[src/rtl/memcic_interp.sv]
// CIC interpolator; comb delays and integrators share one synchronous-read RAM. MEMCIC_INTERP_STATUS_EN adds sticky status.
// out_strobe STAGES+3 cycles after an idle out_req; single-entry pending slots, newer sample / extra request overwrites or drops.
module memcic_interp #(
   parameter int STAGES        = 5,
   parameter int INTERPOLATION = 20,
   parameter int ACC_WIDTH     = 72
) (
   input  logic               clock,
   input  logic               reset_n,
   input  logic               in_strobe,
   input  logic signed [23:0] in_data,
   input  logic               out_req,
   output logic               out_strobe,
   output logic signed [23:0] out_data,
   output logic               busy
`ifdef MEMCIC_INTERP_STATUS_EN
   ,
   input  logic               status_clr,
   output logic [1:0]         status
`endif
);

   localparam int         AW        = ACC_WIDTH;
   localparam logic [4:0] LAST_STG  = 5'(STAGES - 1);
   localparam logic [4:0] LAST_INIT = 5'(2 * STAGES - 1);
   localparam logic [4:0] NUM_STG   = 5'(STAGES);
   localparam logic [4:0] INTG_BASE = 5'd16;

   if (STAGES < 1 || STAGES > 16 || INTERPOLATION < 2 || INTERPOLATION > 255 ||
       ACC_WIDTH < 25 || ACC_WIDTH > 72) begin : g_bad_params
      $error("memcic_interp: parameter out of range");
   end

   typedef enum logic [2:0] {
      S_INIT, S_IDLE, S_COMB_RD, S_COMB_RUN, S_INTG_RD, S_INTG_RUN, S_OUT
   } state_t;

   state_t               state_q, state_d;
   logic [4:0]           cnt_q, cnt_d;
   logic [AW-1:0]        mem [0:31];
   logic [AW-1:0]        rd_dat, x_q, wr_dat, comb_y, intg_sum;
   logic [4:0]           rd_addr, wr_addr;
   logic                 wr_en, comb_start, comb_done, intg_start, out_load;
   logic signed [23:0]   in_dat_q;
   logic                 in_pend_q, req_pend_q, stuff_q;
   logic                 in_take, req_take;

   assign comb_y   = x_q - rd_dat;
   assign intg_sum = rd_dat + x_q;
   assign in_take  = in_strobe && (state_q != S_INIT);
   assign req_take = out_req && (state_q != S_INIT);
   assign busy     = (state_q != S_IDLE);

   always_ff @(posedge clock) begin
      if (wr_en) mem[wr_addr] <= wr_dat;
      rd_dat <= mem[rd_addr];
   end

   always_ff @(posedge clock or negedge reset_n) begin
      if (!reset_n) state_q <= S_INIT;
      else          state_q <= state_d;
   end

   always_comb begin
      state_d    = state_q;
      cnt_d      = cnt_q;
      wr_en      = 1'b0;
      wr_addr    = '0;
      wr_dat     = '0;
      rd_addr    = '0;
      comb_start = 1'b0;
      comb_done  = 1'b0;
      intg_start = 1'b0;
      out_load   = 1'b0;
      case (state_q)
         S_INIT: begin
            wr_en   = 1'b1;
            wr_addr = (cnt_q < NUM_STG) ? cnt_q : (cnt_q - NUM_STG + INTG_BASE);
            cnt_d   = cnt_q + 5'd1;
            if (cnt_q == LAST_INIT) begin
               cnt_d   = '0;
               state_d = S_IDLE;
            end
         end
         S_IDLE: begin
            // A pending input always goes through the combs before the next output
            if (in_pend_q) begin
               comb_start = 1'b1;
               state_d    = S_COMB_RD;
            end else if (req_pend_q) begin
               intg_start = 1'b1;
               state_d    = S_INTG_RD;
            end
         end
         S_COMB_RD: begin
            cnt_d   = '0;
            state_d = S_COMB_RUN;
         end
         S_COMB_RUN: begin
            rd_addr = cnt_q + 5'd1;
            wr_en   = 1'b1;
            wr_addr = cnt_q;
            wr_dat  = x_q;
            cnt_d   = cnt_q + 5'd1;
            if (cnt_q == LAST_STG) begin
               comb_done = 1'b1;
               state_d   = S_IDLE;
            end
         end
         S_INTG_RD: begin
            rd_addr = INTG_BASE;
            cnt_d   = '0;
            state_d = S_INTG_RUN;
         end
         S_INTG_RUN: begin
            rd_addr = INTG_BASE + cnt_q + 5'd1;
            wr_en   = 1'b1;
            wr_addr = INTG_BASE + cnt_q;
            wr_dat  = intg_sum;
            cnt_d   = cnt_q + 5'd1;
            if (cnt_q == LAST_STG) begin
               out_load = 1'b1;
               state_d  = S_OUT;
            end
         end
         S_OUT:   state_d = S_IDLE;
         default: state_d = S_INIT;
      endcase
   end

   always_ff @(posedge clock or negedge reset_n) begin
      if (!reset_n) begin
         cnt_q      <= '0;
         in_dat_q   <= '0;
         in_pend_q  <= 1'b0;
         req_pend_q <= 1'b0;
         stuff_q    <= 1'b0;
         x_q        <= '0;
         out_strobe <= 1'b0;
         out_data   <= '0;
      end else begin
         cnt_q <= cnt_d;
         if (in_take) begin
            in_dat_q  <= in_data;
            in_pend_q <= 1'b1;
         end else if (comb_start) begin
            in_pend_q <= 1'b0;
         end
         if (req_take)        req_pend_q <= 1'b1;
         else if (intg_start) req_pend_q <= 1'b0;
         if (comb_done)       stuff_q <= 1'b1;
         else if (intg_start) stuff_q <= 1'b0;
         // x_q carries the stage-to-stage value; after a comb pass it holds the comb output
         if (comb_start)                x_q <= {{(AW-24){in_dat_q[23]}}, in_dat_q};
         else if (state_q == S_COMB_RUN) x_q <= comb_y;
         else if (intg_start)           x_q <= stuff_q ? x_q : '0;
         else if (state_q == S_INTG_RUN) x_q <= intg_sum;
         out_strobe <= out_load;
         if (out_load) out_data <= intg_sum[AW-1 -: 24] + {23'd0, intg_sum[AW-25]};
      end
   end

`ifdef MEMCIC_INTERP_STATUS_EN
   logic ovr_evt, drop_evt;
   assign ovr_evt  = in_take && in_pend_q && !comb_start;
   assign drop_evt = req_take && req_pend_q && !intg_start;

   always_ff @(posedge clock or negedge reset_n) begin
      if (!reset_n) begin
         status <= '0;
      end else begin
         if (ovr_evt)         status[0] <= 1'b1;
         else if (status_clr) status[0] <= 1'b0;
         if (drop_evt)        status[1] <= 1'b1;
         else if (status_clr) status[1] <= 1'b0;
      end
   end
`endif

endmodule
[config.mk]
export PLATFORM = sky130hd
export DESIGN_NAME = memcic_interp
export DESIGN_NICKNAME = d
export VERILOG_FILES = /design/src/rtl/memcic_interp.sv
export SDC_FILE = /design/constraint.sdc
export NUM_CORES = 2
export LEC_CHECK = 0
export BUFFER_PORTS_ARGS = -buffer_cell sky130_fd_sc_hd__buf_2
export CAP_MARGIN = 30
export CORE_AREA = 2 2 664 666
export CTS_BUF_LIST = sky130_fd_sc_hd__clkbuf_8
export CTS_CLUSTER_SIZE = 20
export DETAILED_ROUTE_END_ITERATION = 10
export DIE_AREA = 0 0 666 668
export PLACE_DENSITY_LB_ADDON = 0.3
export SLEW_MARGIN = 15
export SYNTH_ARGS = -nofsm -noshare
export SYNTH_HDL_FRONTEND = slang
export SYNTH_SLANG_ARGS = --single-unit
[constraint.sdc]
create_clock -name clock -period 6.2 [get_ports clock]
set_input_delay 1.24 -clock clock [delete_from_list [all_inputs] [get_ports clock]]
set_output_delay 1.24 -clock clock [all_outputs]
set_load 0.05 [all_outputs]
==> results.ini <==
[place]
placed_area_sq_um=118800
dp_worst_setup_slack_ns=0.4561
io_buffers=53
hpwlAfterDp_um=224900
gp_congestion=0.9025

[setup_path]
reg2reg_to=out_data[23]
critPathKind=reg2reg
worst_ep_required_time_ns=7.07
reg2reg_depth=20
timing.rr.start=x_q[0]
critical_path_arrival_ns=6.69
critPathLaunchType=register
r2r_setup_slack_ns=0.38
end_kind=register
crit_fanout=5

[timing]
fin_crit_ns=5.820
worst_slack_ns=0.3804
max_freq_mhz=171.8
drv_slew=0
period_share=0.9387
setup_viol=0
rsz0062_at_grt=false
tightestPinTransition_ns=1.133
finalClockSkew_ns=0.1197
max_slew_margin=0.2368
finalSetupTns_ns=0
hold_viol=0

[finish]
drive_above_1_share=0.1188
fin_nets=9241
layout.area.seq_sq_um=73930
area_growth_pct=15.73
multi_input_comb_area_sq_um=32690
fill_cells=44550
post-route-util=0.2890
fin_area_sq_um=126300

[logic_synthesis]
synth_fp_nets=9077
yosys_warnings=0
synth_commonest_cells=2304 x edfxtp_1, 1537 x nand2_1, 619 x clkbuf_1
synth_edf_count=2304
ys_types=90
syn_avg_cell_area_sq_um=12.27
synth_area_leader_cell=edfxtp_1
yosysMostFrequentCell=edfxtp_1
synth-seq-cells=2508
synth-async-reset-ratio=0.05263
synthFlopType=edfxtp_1
synth_seq_area_share=0.6772
synthesis.area_sq_um=109200
yosys-top-cells-area=edfxtp_1 63%, nand2_1 5.3%, dfrtp_1 3.0%
syn-instance-count=8899
netlist.area_leader.share=0.6337

[clock_network]
cts_buffers=413
clk_latency_ns=1.07
clock_tree.root_cell=clkbuf_8
cts.sink_count=2508
cts_max_level=5
clockBufferDepth=4
cts_hold_buf=0
cts_tree=done
clk_pin_slew_ns=0.07

[power]
p_leak_uw=0.04230
pwr-share-seq=0.333
p_total_uw=72160
combPwrFrac=0.480
swShare=0.4468
power_switching_uw=32240
intPower_uw=39910
power_frac_clock=0.187
power_density_nw_per_um2=571.1
peakVddDrop_mv=0.4099

[global_routing]
antenna_found_initial=38
grt_max_degree=172
grt_pass1_vias=76990
grtUsageTotal=0.1773
overflow=0
grt_first_pass_wirelength_um=577700

[worst_hold_path]
hp-class=in2async

[floorplanning]
fp.dieW_um=666
die_h_um=668
dieArea_sq_um=444900
pin_count=54
rows=243
coreArea_sq_um=437200
start_util=0.2497

[detailed_routing]
drt_first_pass_iters=8
detail-route-antenna-nets=0
drc=0
wl_um=408700
wl_per_cell_um=26.98
drtIter0Drc=8208
vias_per_cell=5.237
num_vias=79330

[flow_run]
cap_violations=0

[status]
status=finished, final reports clean

## power groups by stage
| stage | sequential (uW) | combinational, uW | clock, uW |
|---|---|---|---|
| 6_report | 24000 | 34600 | 13500 |
| 5_1_grt | 24200 | 37100 | 14500 |
| 4_1_cts | 24000 | 34200 | 13800 |
| 3_5_place_dp | 24400 | 34000 | 0 |
| 3_3_place_gp | 24300 | 33700 | 0 |
| 2_1_floorplan | 24300 | 20000 | 0 |
## state kept, by name, indices dropped and copies added (netlist names)
name	cells
state_q	3
in_dat_q	24
cnt_q	5
rd_dat	72
x_q	72
out_strobe	1
in_pend_q	1
stuff_q	1
mem	2304
out_data	24
req_pend_q	1
## cell families after synthesis
kind of cell / synth area share
flip-flops: 0.6772
XOR/XNOR: 0.009295
AND/OR/NAND/NOR: 0.1235
buffers and inverters: 0.02929
multiplexers: 0.003610
AO/OA/AOI/OAI: 0.1398
adder cells (fa/ha/maj): 0.01733
## metal layers
layer | GRT usage | up-vias | wire [um]
met4 | 0.05251 | 14 | 11580
met3 | 0.02839 | 655 | 30680
met5 | 0 | - | 91
li1 | - | 34290 | -
met2 | 0.2896 | 3491 | 191500
met1 | 0.2416 | 40880 | 174900
## timing repair
item,in CTS,in global routing
endpoints found under the setup margin,0,2
resized for setup,0,1
setup buffers,0,0
endpoints found under the hold margin,0,0
## area by class of cell
cell class              count  area share
diodes                     11   0.0002179
clock buffers             428     0.04663
clock inverters           304     0.01194
inverters                 157    0.004724
multi-input cells        5544      0.2588
flip-flops and latches   2508      0.5852
well taps                5757     0.05701
repair buffers            439     0.03550
## worst max path at each step
stage               startpoint           end  slack (ns)  cells past startpoint
finish                  x_q[0]  out_data[23]        0.38                     20
global route            x_q[0]  out_data[23]        0.04                     20
CTS                     x_q[2]  out_data[17]        0.36                     19
detailed placement      x_q[2]  out_data[23]        0.46                     19
global placement     rd_dat[2]  out_data[23]        0.50                     20
floorplan             cnt_q[0]     mem[9][0]       -0.42                     13
## metrics by stage
stage	hold slack (ns)	cells
2_1_floorplan	0.4491	8899
4_1_cts	0.1632	15130
3_3_place_gp	0.4656	14380
6_report	0.2257	15150
3_5_place_dp	0.4766	14400
5_1_grt	0.2162	15140
## worst max-delay path: stages (launching register included)
cell	delay, ns
dfrtp_1	0.38
ha_1	0.22
fa_1	0.43
nand2b_1	0.16
a211oi_1	0.14
nor2_1	0.36
o221a_2	0.36
o21ba_2	0.28
o221a_2	0.32
o21ai_1	0.12
a31oi_1	0.51
nor4b_2	0.11
nor3_1	0.36
xnor2_1	0.23
ha_1	0.25
nand2_1	0.08
nand4b_1	0.28
or4_1	0.62
nor3_2	0.18
and3_1	0.19
o31ai_2	0.06
## cell usage in the layout (no fill, tap or decap), types with 44 or more instances in the layout
cell	instances
dfxtp_1	72
edfxtp_1	2304
o211ai_1	297
a311oi_1	115
dfrtp_1	131
o221ai_1	260
a21oi_1	488
o31ai_1	56
buf_12	92
buf_2	56
buf_4	274
clkbuf_8	428
a21o_1	64
o21ai_0	333
or3_1	297
nand2_1	1531
nor2_1	262
inv_1	295
nand3_1	591
clkinv_1	99
and3_1	65
a211oi_1	88
o21bai_1	44
xnor2_1	99
ha_1	147
o21ai_2	50
a31oi_1	165
No activity file was read; power rests on OpenSTA's default activity.
